## config.mk

```make
export PLATFORM = sky130hd
export DESIGN_NAME = csr_hpm_counters_flat
export DESIGN_NICKNAME = d
export VERILOG_FILES = /design/src/rtl/csr_hpm_counters_pkg.sv /design/src/rtl/csr_hpm_counters_if.sv /design/src/rtl/csr_hpm_counters_hpmcounter.sv /design/src/rtl/csr_hpm_counters.sv /design/src/flat_wrapper.sv
export SDC_FILE = /design/constraint.sdc
export NUM_CORES = 2
export LEC_CHECK = 0
export BUFFER_PORTS_ARGS = -buffer_cell sky130_fd_sc_hd__buf_2
export CAP_MARGIN = 10
export CELL_PAD_IN_SITES_DETAIL_PLACEMENT = 0
export CELL_PAD_IN_SITES_GLOBAL_PLACEMENT = 1
export CORE_MARGIN = 5
export CORE_UTILIZATION = 46
export CTS_CLUSTER_SIZE = 24
export DETAILED_ROUTE_END_ITERATION = 7
export GPL_ROUTABILITY_DRIVEN = 0
export PLACE_DENSITY_LB_ADDON = 0.1
export SLEW_MARGIN = 25
export SYNTH_ARGS = -nofsm -noshare
export SYNTH_HDL_FRONTEND = slang
export SYNTH_SLANG_ARGS = --single-unit
export TNS_END_PERCENT = 1
```

## constraint.sdc

```tcl
create_clock -name clk -period 3.2 [get_ports clk]
set_input_delay 0.16 -clock clk [delete_from_list [all_inputs] [get_ports clk]]
set_output_delay 0.16 -clock clk [all_outputs]
set_load 0.02 [all_outputs]
```

## src/rtl/csr_hpm_counters_pkg.sv

```systemverilog
// ---------------------------------------------------------------------------
// csr_hpm_counters_pkg
// Shared CSR address constants for the machine counter block plus a small
// helper that tests whether an address falls in a 32-entry CSR block.
// Optional feature macro used by the block: SSCOFPMF_EN (overflow flags).
// ---------------------------------------------------------------------------
package csr_hpm_counters_pkg;

   localparam logic [11:0] MCYCLE          = 12'hB00;
   localparam logic [11:0] MINSTRET        = 12'hB02;
   localparam logic [11:0] MHPMCOUNTER3    = 12'hB03;
   localparam logic [11:0] MHPMEVENT3      = 12'h323;
   localparam logic [11:0] MHPMEVENTH3     = 12'h723;
   localparam logic [11:0] CSR_HIGH_OFFSET = 12'h080;

   // Every counter/event family occupies one aligned 32-entry block, so the
   // low five address bits are the counter index within the block.
   function automatic logic same_block(input logic [11:0] adr, input logic [11:0] base);
      return adr[11:5] == base[11:5];
   endfunction

endpackage

```

## src/rtl/csr_hpm_counters_if.sv

```systemverilog
// ---------------------------------------------------------------------------
// csr_hpm_counters_if
// CSR access bus between the CSR file (master) and the counter block (slave).
//   CSRWriteM            qualified write strobe
//   CSRAdrM              12-bit CSR address
//   CSRWriteValM         write data, XLEN bits
//   CSRHPMReadValM       combinational read data, XLEN bits
//   IllegalCSRHPMAccessM address in block range but illegal for this XLEN
// ---------------------------------------------------------------------------
interface csr_hpm_counters_if #(parameter int XLEN = 64);

   logic            CSRWriteM;
   logic [11:0]     CSRAdrM;
   logic [XLEN-1:0] CSRWriteValM;
   logic [XLEN-1:0] CSRHPMReadValM;
   logic            IllegalCSRHPMAccessM;

   modport master (
      output CSRWriteM, CSRAdrM, CSRWriteValM,
      input  CSRHPMReadValM, IllegalCSRHPMAccessM
   );

   modport slave (
      input  CSRWriteM, CSRAdrM, CSRWriteValM,
      output CSRHPMReadValM, IllegalCSRHPMAccessM
   );

endinterface

```

## src/rtl/csr_hpm_counters_hpmcounter.sv

```systemverilog
// ---------------------------------------------------------------------------
// csr_hpm_counters_hpmcounter
// One 64-bit counter with count enable and a two-half write port.
//   clk, reset            clock, synchronous active-high reset
//   en                    increment this cycle
//   wr_lo / wr_lo_data    replace bits [31:0]
//   wr_hi / wr_hi_data    replace bits [63:32]
//   count                 current value
//   wrap                  this cycle's increment takes all-ones to zero
// A write in either half suppresses the increment for that cycle.
// ---------------------------------------------------------------------------
module csr_hpm_counters_hpmcounter (
   input  logic        clk,
   input  logic        reset,
   input  logic        en,
   input  logic        wr_lo,
   input  logic        wr_hi,
   input  logic [31:0] wr_lo_data,
   input  logic [31:0] wr_hi_data,
   output logic [63:0] count,
   output logic        wrap
);

   logic [63:0] count_reg;

   assign wrap  = en & ~(wr_lo | wr_hi) & (&count_reg);
   assign count = count_reg;

   always_ff @(posedge clk) begin
      if (reset) begin
         count_reg <= '0;
      end else if (wr_lo | wr_hi) begin
         if (wr_lo) count_reg[31:0]  <= wr_lo_data;
         if (wr_hi) count_reg[63:32] <= wr_hi_data;
      end else if (en) begin
         count_reg <= count_reg + 64'd1;
      end
   end

endmodule

```

## src/rtl/csr_hpm_counters.sv

```systemverilog
// ---------------------------------------------------------------------------
// csr_hpm_counters
// Machine cycle / instret / hardware performance-monitor counter block.
//   clk, reset            clock, synchronous active-high reset
//   csr                   CSR access bus (slave modport)
//   InstrRetiredM         an instruction retires this cycle
//   EventM                per-cycle event pulses, bit k is event k+1
//   MCOUNTINHIBIT_REGW    inhibit bits: 0 cycle, 2 instret, N counter N
//   LCOFIRQM              local counter-overflow interrupt pending
// Parameters: XLEN (32/64), NUM_HPM (0..29), NUM_EVENTS (1..255).
// Optional feature macro: SSCOFPMF_EN adds a sticky overflow flag per
// mhpmeventN (RV64 bit 63, RV32 mhpmeventhN bit 31) and drives LCOFIRQM.
// ---------------------------------------------------------------------------
module csr_hpm_counters
   import csr_hpm_counters_pkg::*;
#(
   parameter int XLEN       = 64,
   parameter int NUM_HPM    = 4,
   parameter int NUM_EVENTS = 16
) (
   input  logic                  clk,
   input  logic                  reset,
   csr_hpm_counters_if.slave     csr,
   input  logic                  InstrRetiredM,
   input  logic [NUM_EVENTS-1:0] EventM,
   input  logic [31:0]           MCOUNTINHIBIT_REGW,
   output logic                  LCOFIRQM
);

   localparam int LAST_CNT = 2 + NUM_HPM;

   logic [63:0]  wv64;
   logic [11:0]  adr;
   logic [4:0]   idx;
   logic         is_cnt_blk, is_cnth_blk, is_evt_blk, is_evth_blk;
   logic [63:0]  cnt [0:31];
   logic [7:0]   sel_reg [0:31];
   logic [31:0]  of_reg, of_next, wrap_vec;
   logic [255:0] ev_pad;
   logic [63:0]  rd64;
   logic         unused_bits;

   assign wv64        = 64'(csr.CSRWriteValM);
   assign adr         = csr.CSRAdrM;
   assign idx         = adr[4:0];
   assign is_cnt_blk  = same_block(adr, MCYCLE);
   assign is_cnth_blk = same_block(adr, MCYCLE + CSR_HIGH_OFFSET);
   assign is_evt_blk  = same_block(adr, MHPMEVENT3);
   assign is_evth_blk = same_block(adr, MHPMEVENTH3);

   // Event vector shifted up by one so a selector indexes it directly:
   // sel=0 hits the constant-0 bit and sel>NUM_EVENTS hits zero padding.
   always_comb begin
      ev_pad = '0;
      ev_pad[NUM_EVENTS:1] = EventM;
   end

   genvar gi;
   for (gi = 0; gi < 32; gi++) begin : g_cnt
      if (gi == 0 || (gi >= 2 && gi <= LAST_CNT)) begin : g_impl
         logic en, wr_lo, wr_hi;
         if (gi == 0) begin : g_en_cycle
            assign en = ~MCOUNTINHIBIT_REGW[0];
         end else if (gi == 2) begin : g_en_instret
            assign en = InstrRetiredM & ~MCOUNTINHIBIT_REGW[2];
         end else begin : g_en_hpm
            assign en = ~MCOUNTINHIBIT_REGW[gi] & ev_pad[sel_reg[gi]];
         end
         assign wr_lo = csr.CSRWriteM & is_cnt_blk & (idx == 5'(gi));
         // RV64 writes the full counter through the low address
         assign wr_hi = csr.CSRWriteM & (idx == 5'(gi)) &
                        ((XLEN == 64) ? is_cnt_blk : is_cnth_blk);
         csr_hpm_counters_hpmcounter u_counter (
            .clk        (clk),
            .reset      (reset),
            .en         (en),
            .wr_lo      (wr_lo),
            .wr_hi      (wr_hi),
            .wr_lo_data (wv64[31:0]),
            .wr_hi_data ((XLEN == 64) ? wv64[63:32] : wv64[31:0]),
            .count      (cnt[gi]),
            .wrap       (wrap_vec[gi])
         );
      end else begin : g_none
         assign cnt[gi]      = '0;
         assign wrap_vec[gi] = 1'b0;
      end

      if (gi >= 3 && gi <= LAST_CNT) begin : g_evt
         logic [7:0] sel_r;
         always_ff @(posedge clk) begin
            if (reset)
               sel_r <= '0;
            else if (csr.CSRWriteM & is_evt_blk & (idx == 5'(gi)))
               sel_r <= wv64[7:0];
         end
         assign sel_reg[gi] = sel_r;
`ifdef SSCOFPMF_EN
         logic of_r, of_nxt, of_wr;
         assign of_wr  = csr.CSRWriteM & (idx == 5'(gi)) &
                         ((XLEN == 64) ? is_evt_blk : is_evth_blk);
         // A software write to the flag beats a same-cycle wrap.
         assign of_nxt = of_wr ? ((XLEN == 64) ? wv64[63] : wv64[31])
                               : (of_r | wrap_vec[gi]);
         always_ff @(posedge clk) begin
            if (reset) of_r <= 1'b0;
            else       of_r <= of_nxt;
         end
         assign of_reg[gi]  = of_r;
         assign of_next[gi] = of_nxt;
`else
         assign of_reg[gi]  = 1'b0;
         assign of_next[gi] = 1'b0;
`endif
      end else begin : g_no_evt
         assign sel_reg[gi] = '0;
         assign of_reg[gi]  = 1'b0;
         assign of_next[gi] = 1'b0;
      end
   end

`ifdef SSCOFPMF_EN
   // Registered from the next-state flags so the interrupt is visible in
   // the cycle right after the wrapping edge.
   logic lcof_reg;
   always_ff @(posedge clk) begin
      if (reset) lcof_reg <= 1'b0;
      else       lcof_reg <= |of_next;
   end
   assign LCOFIRQM = lcof_reg;
`else
   assign LCOFIRQM = 1'b0;
`endif

   always_comb begin
      rd64                     = '0;
      csr.IllegalCSRHPMAccessM = 1'b0;
      if (is_cnt_blk) begin
         rd64 = (XLEN == 64) ? cnt[idx] : {32'b0, cnt[idx][31:0]};
      end else if (is_cnth_blk) begin
         if (XLEN == 64) csr.IllegalCSRHPMAccessM = 1'b1;
         else            rd64 = {32'b0, cnt[idx][63:32]};
      end else if (is_evt_blk) begin
         rd64 = (XLEN == 64) ? {of_reg[idx], 55'b0, sel_reg[idx]} : {56'b0, sel_reg[idx]};
      end else if (is_evth_blk) begin
         if (XLEN == 64) csr.IllegalCSRHPMAccessM = 1'b1;
         else            rd64 = {32'b0, of_reg[idx], 31'b0};
      end
   end

   assign csr.CSRHPMReadValM = rd64[XLEN-1:0];

   assign unused_bits = ^{MCOUNTINHIBIT_REGW, wv64, wrap_vec, of_next, rd64};

endmodule

```

## src/flat_wrapper.sv

```systemverilog
// flat-port wrapper written by rule: the top's interface ports become plain ports
module csr_hpm_counters_flat import csr_hpm_counters_pkg::*;
#(
   parameter int XLEN       = 64,
   parameter int NUM_HPM    = 4,
   parameter int NUM_EVENTS = 16
)
  (clk, reset, InstrRetiredM, EventM, MCOUNTINHIBIT_REGW, LCOFIRQM, csr_CSRWriteM, csr_CSRAdrM, csr_CSRWriteValM, csr_CSRHPMReadValM, csr_IllegalCSRHPMAccessM);
  csr_hpm_counters_if #(.XLEN(XLEN)) csr_i ();
  input  logic clk;
  input  logic reset;
  input  logic InstrRetiredM;
  input  logic [NUM_EVENTS-1:0] EventM;
  input  logic [31:0] MCOUNTINHIBIT_REGW;
  output logic LCOFIRQM;
  input wire logic [$bits(csr_i.CSRWriteM)-1:0] csr_CSRWriteM;
  input wire logic [$bits(csr_i.CSRAdrM)-1:0] csr_CSRAdrM;
  input wire logic [$bits(csr_i.CSRWriteValM)-1:0] csr_CSRWriteValM;
  output wire logic [$bits(csr_i.CSRHPMReadValM)-1:0] csr_CSRHPMReadValM;
  output wire logic [$bits(csr_i.IllegalCSRHPMAccessM)-1:0] csr_IllegalCSRHPMAccessM;
  assign csr_i.CSRWriteM = csr_CSRWriteM;
  assign csr_i.CSRAdrM = csr_CSRAdrM;
  assign csr_i.CSRWriteValM = csr_CSRWriteValM;
  assign csr_CSRHPMReadValM = csr_i.CSRHPMReadValM;
  assign csr_IllegalCSRHPMAccessM = csr_i.IllegalCSRHPMAccessM;
  csr_hpm_counters #(.XLEN(XLEN), .NUM_HPM(NUM_HPM), .NUM_EVENTS(NUM_EVENTS)) u_core (.clk(clk), .reset(reset), .csr(csr_i), .InstrRetiredM(InstrRetiredM), .EventM(EventM), .MCOUNTINHIBIT_REGW(MCOUNTINHIBIT_REGW), .LCOFIRQM(LCOFIRQM));
endmodule
```

==> qor.json <==
{
  "clock_network": {
    "post-cts-setup-buffers": 0,
    "cts_inserted_buffers": 50,
    "cts.sinks": 416,
    "cts_buffer_depth": 3,
    "path_clk_slew_ns": 0.06,
    "buffer_type_at_the_clock_tree_root": "sky130_fd_sc_hd__clkbuf_16",
    "insertion_delay_ns": 0.61,
    "tritoncts": "yes",
    "cts_max_level": 2
  },
  "placement": {
    "pre_cts_slack_ns": 0.0543,
    "dp_hpwl_um": 78900,
    "placedCellCount": 4217,
    "detailed_place.area_um2": 28600,
    "placement.io_buffers": 166
  },
  "power": {
    "clockPowerShare_pct": 49.3,
    "max-vdd-ir-drop_uv": 357,
    "intPower_mw": 8.86,
    "p_seq_share_pct": 44.0,
    "p_sw_mw": 2.97,
    "pwr-share-comb_pct": 6.7,
    "power_density_nw_per_um2": 383,
    "switch_share_pct": 25.1,
    "cellLeakagePower_nw": 10.6
  },
  "global_routing": {
    "grt_pass1_vias": 26000,
    "grt_antenna_before_repair": 2,
    "grt_max_degree": 106,
    "globalRouteTotalUtil_pct": 32.4,
    "globalRoute.totalOverflow": 0,
    "global_route_wire_length_before_repair_um": 159000
  },
  "drt": {
    "total_wirelength_of_the_detailed_routed_design_um": 107000,
    "antenna_violating_nets_post_route": 0,
    "route.detailed.wl_per_inst_um": 24.4,
    "vias_per_cell": 6.28,
    "detail_route.drc_violations": 0,
    "routed-via-count": 27500,
    "detail_route.iter0.violations": 2755,
    "drt_pre_antenna_iters": 6
  },
  "synth": {
    "synth_area_leaders": "sky130_fd_sc_hd__dfxtp_1 31%, sky130_fd_sc_hd__a211oi_1 11%, sky130_fd_sc_hd__nor2_1 7.6%",
    "share_of_flip_flops_with_an_asynchronous_set_or_reset_pct": 0,
    "synth.ff_latch_count": 416,
    "ys_dominant_reg_cell": "sky130_fd_sc_hd__dfxtp_1",
    "synth_edf_count": 0,
    "synth.lib_cells_used.distinct": 75,
    "synthesis.nets": 3528,
    "syn_area_um2": 26400,
    "yosysWarningCount": 0,
    "synth.top_cell.area_share_pct": 31.5,
    "postSynthCellCount": 3394,
    "synth_top_area_cell": "sky130_fd_sc_hd__dfxtp_1",
    "synthesis.area_per_instance_um2": 7.79,
    "seq_area_frac_synth_pct": 31.5
  },
  "final_layout": {
    "largest_register_ff_count": 384,
    "layout.cells.most_common": "sky130_fd_sc_hd__nor2_1",
    "layout.filler_cells": 5410,
    "postLayoutCellArea_um2": 30900,
    "fin_nets": 3712,
    "ff_latch_area_um2": 8330,
    "syn_to_final_growth_pct": 16.8,
    "layoutNonFillerInstCount": 4371,
    "final_cell_mix": "538 x sky130_fd_sc_hd__nor2_1, 415 x sky130_fd_sc_hd__dfxtp_1, 400 x sky130_fd_sc_hd__a211oi_1",
    "fraction_of_final_layout_cells_sized_beyond_drive_strength_1_pct": 13.0,
    "multiInputGateArea_um2": 17100
  },
  "setup_path": {
    "end_kind": "flip-flop",
    "critPathRequiredTime_ns": 3.71,
    "timing_worst_setup_path_type": "flip-flop to flip-flop",
    "worst_ep_arrival_time_ns": 3.63,
    "timing.critical_path.slowest_stage_cell": "sky130_fd_sc_hd__or4_1",
    "path_buf_inv": 0,
    "crit_family": "simple AND/OR/NAND/NOR gates",
    "critPathLaunchType": "flip-flop",
    "critical-path-max-stage-delay_ns": 0.61,
    "critPathMaxFanout": 7,
    "crit_chain": "or4_1 -> or3b_1 -> nor4_4 -> o311ai_2 -> nor4_1 -> xnor2_1 -> a211oi_1"
  },
  "run": {
    "max-cap-violations": 0
  },
  "timing": {
    "tightest_slew_ns": 1.11,
    "fin_worst_hold_slack_ns": 0.0491,
    "timing.final.crit_share_pct": 97.3,
    "fin_skew_ns": 0.0256,
    "grt_setup_unrepaired": "true",
    "timing.slew.headroom_pct": 25.7,
    "timing.final.crit_period_ns": 3.11,
    "final_critical_path_setup_slack_ns": 0.0861,
    "timing.final.hold_violations": 0,
    "finalSetupViolations": 0,
    "maxClockFrequency_ghz": 0.321,
    "finalMaxSlewViolations": 0
  },
  "floorplanning": {
    "die_h_um": 250,
    "die_area_um2": 62400,
    "row_count": 87,
    "area_inside_the_core_boundary_um2": 56700,
    "ioPinCount": 194,
    "initial_utilization_pct": 46.6,
    "die_x_um": 250
  },
  "min_path": {
    "worst_min_delay_path_class": "input pin to flip-flop"
  },
  "outcome": {
    "run_status": "finished clean"
  }
}
## worst paths after layout
path,slack (ns),startpoint,to,cells past startpoint
worst min register to register,0.46,u_core.g_cnt[4].g_evt.sel_r[7]$_SDFFE_PP0P_,u_core.g_cnt[4].g_evt.sel_r[7]$_SDFFE_PP0P_,2
worst max-delay path,0.09,u_core.g_cnt[5].g_evt.sel_r[7]$_SDFFE_PP0P_,u_core.g_cnt[5].g_impl.u_counter.count[53]$_SDFFE_PP0P_,7
worst max register to register,0.09,u_core.g_cnt[5].g_evt.sel_r[7]$_SDFFE_PP0P_,u_core.g_cnt[5].g_impl.u_counter.count[53]$_SDFFE_PP0P_,7
worst min-delay path,0.05,MCOUNTINHIBIT_REGW[0],u_core.g_cnt[0].g_impl.u_counter.count[0]$_SDFFE_PP0P_,4
## what timing repair did
| item | 4_1_cts | 5_1_grt |
|---|---|---|
| endpoints found under the hold margin | 359 | 0 |
| endpoints found under the setup margin | 0 | 16 |
| hold buffers | 65 | 0 |
| gates resized for setup | 0 | 4 |
## worst min-delay path, stage by stage
cell and delay [ns]:
sky130_fd_sc_hd__buf_2 0.23, sky130_fd_sc_hd__xnor2_1 0.09, sky130_fd_sc_hd__nand2_1 0.06, sky130_fd_sc_hd__a21oi_1 0.06
## per-stage QoR
stage               utilization, %  power [mW]  setup TNS (ns)
floorplan                        -        5.65               0
global placement              50.4        6.03               0
detailed placement            50.4        6.03               0
CTS                           54.4        11.9               0
global route                  54.5        12.1          -0.394
finish                        54.5        11.8               0
## cell families after synthesis
| kind of cell | share of synthesized area [%] |
|---|---|
| multiplexers | 7.30 |
| other | 0.0142 |
| flip-flops | 31.5 |
| XOR/XNOR | 11.2 |
| AND/OR/NAND/NOR | 26.9 |
| adder cells (fa/ha/maj) | 0.284 |
| AO/OA/AOI/OAI | 18.7 |
| buffers and inverters | 4.13 |
## layer usage
layer,share of wire (%),track usage [%],vias up
li1,-,-,12700
met1,41,42.4,13100
met2,45,52.2,1305
met3,7.9,4.63,269
met4,6.0,16.8,2
met5,0.011,0,-
## power groups by stage
stage / registers, mW / logic, mW / clock network [mW]
4_1_cts: 5.20 / 0.779 / 5.92
2_1_floorplan: 5.32 / 0.338 / 0
3_3_place_gp: 5.32 / 0.712 / 0
3_5_place_dp: 5.32 / 0.717 / 0
5_1_grt: 5.20 / 0.816 / 6.12
6_report: 5.20 / 0.792 / 5.83
## layout make-up
class	instances	area share [%]
clock inverters	12	0.381
diodes	1	0.00810
inverters	36	0.437
multi-input cells	2703	55.4
well taps	756	3.06
repair buffers	371	8.76
flip-flops and latches	416	27.0
clock buffers	76	4.95
## synthesized netlist by cell type (5+ instances only)
master	instances
sky130_fd_sc_hd__a211oi_1	401
sky130_fd_sc_hd__a22o_1	17
sky130_fd_sc_hd__nand2b_1	13
sky130_fd_sc_hd__nand4_1	105
sky130_fd_sc_hd__o211ai_1	8
sky130_fd_sc_hd__or3_1	23
sky130_fd_sc_hd__nand2_1	286
sky130_fd_sc_hd__or2_2	7
sky130_fd_sc_hd__nor3_1	88
sky130_fd_sc_hd__nor2_1	538
sky130_fd_sc_hd__nor4b_1	6
sky130_fd_sc_hd__mux4_2	7
sky130_fd_sc_hd__nor4_2	6
sky130_fd_sc_hd__a31o_2	6
sky130_fd_sc_hd__nor3b_1	15
sky130_fd_sc_hd__ha_1	6
sky130_fd_sc_hd__a311oi_1	9
sky130_fd_sc_hd__and2_1	16
sky130_fd_sc_hd__inv_1	36
sky130_fd_sc_hd__nand3_1	143
sky130_fd_sc_hd__nor4_1	57
sky130_fd_sc_hd__mux2i_1	159
sky130_fd_sc_hd__and4_1	25
sky130_fd_sc_hd__buf_1	22
sky130_fd_sc_hd__o22ai_1	32
sky130_fd_sc_hd__mux2_2	16
sky130_fd_sc_hd__nor2b_1	18
sky130_fd_sc_hd__clkbuf_1	201
sky130_fd_sc_hd__buf_2	8
sky130_fd_sc_hd__a21oi_1	133
sky130_fd_sc_hd__xor2_1	150
sky130_fd_sc_hd__o21ai_0	58
sky130_fd_sc_hd__or4_1	15
sky130_fd_sc_hd__a22oi_1	9
sky130_fd_sc_hd__and3_1	83
sky130_fd_sc_hd__dfxtp_1	416
sky130_fd_sc_hd__xnor2_1	185
sky130_fd_sc_hd__buf_6	5
(Power assumes the default switching activity.)
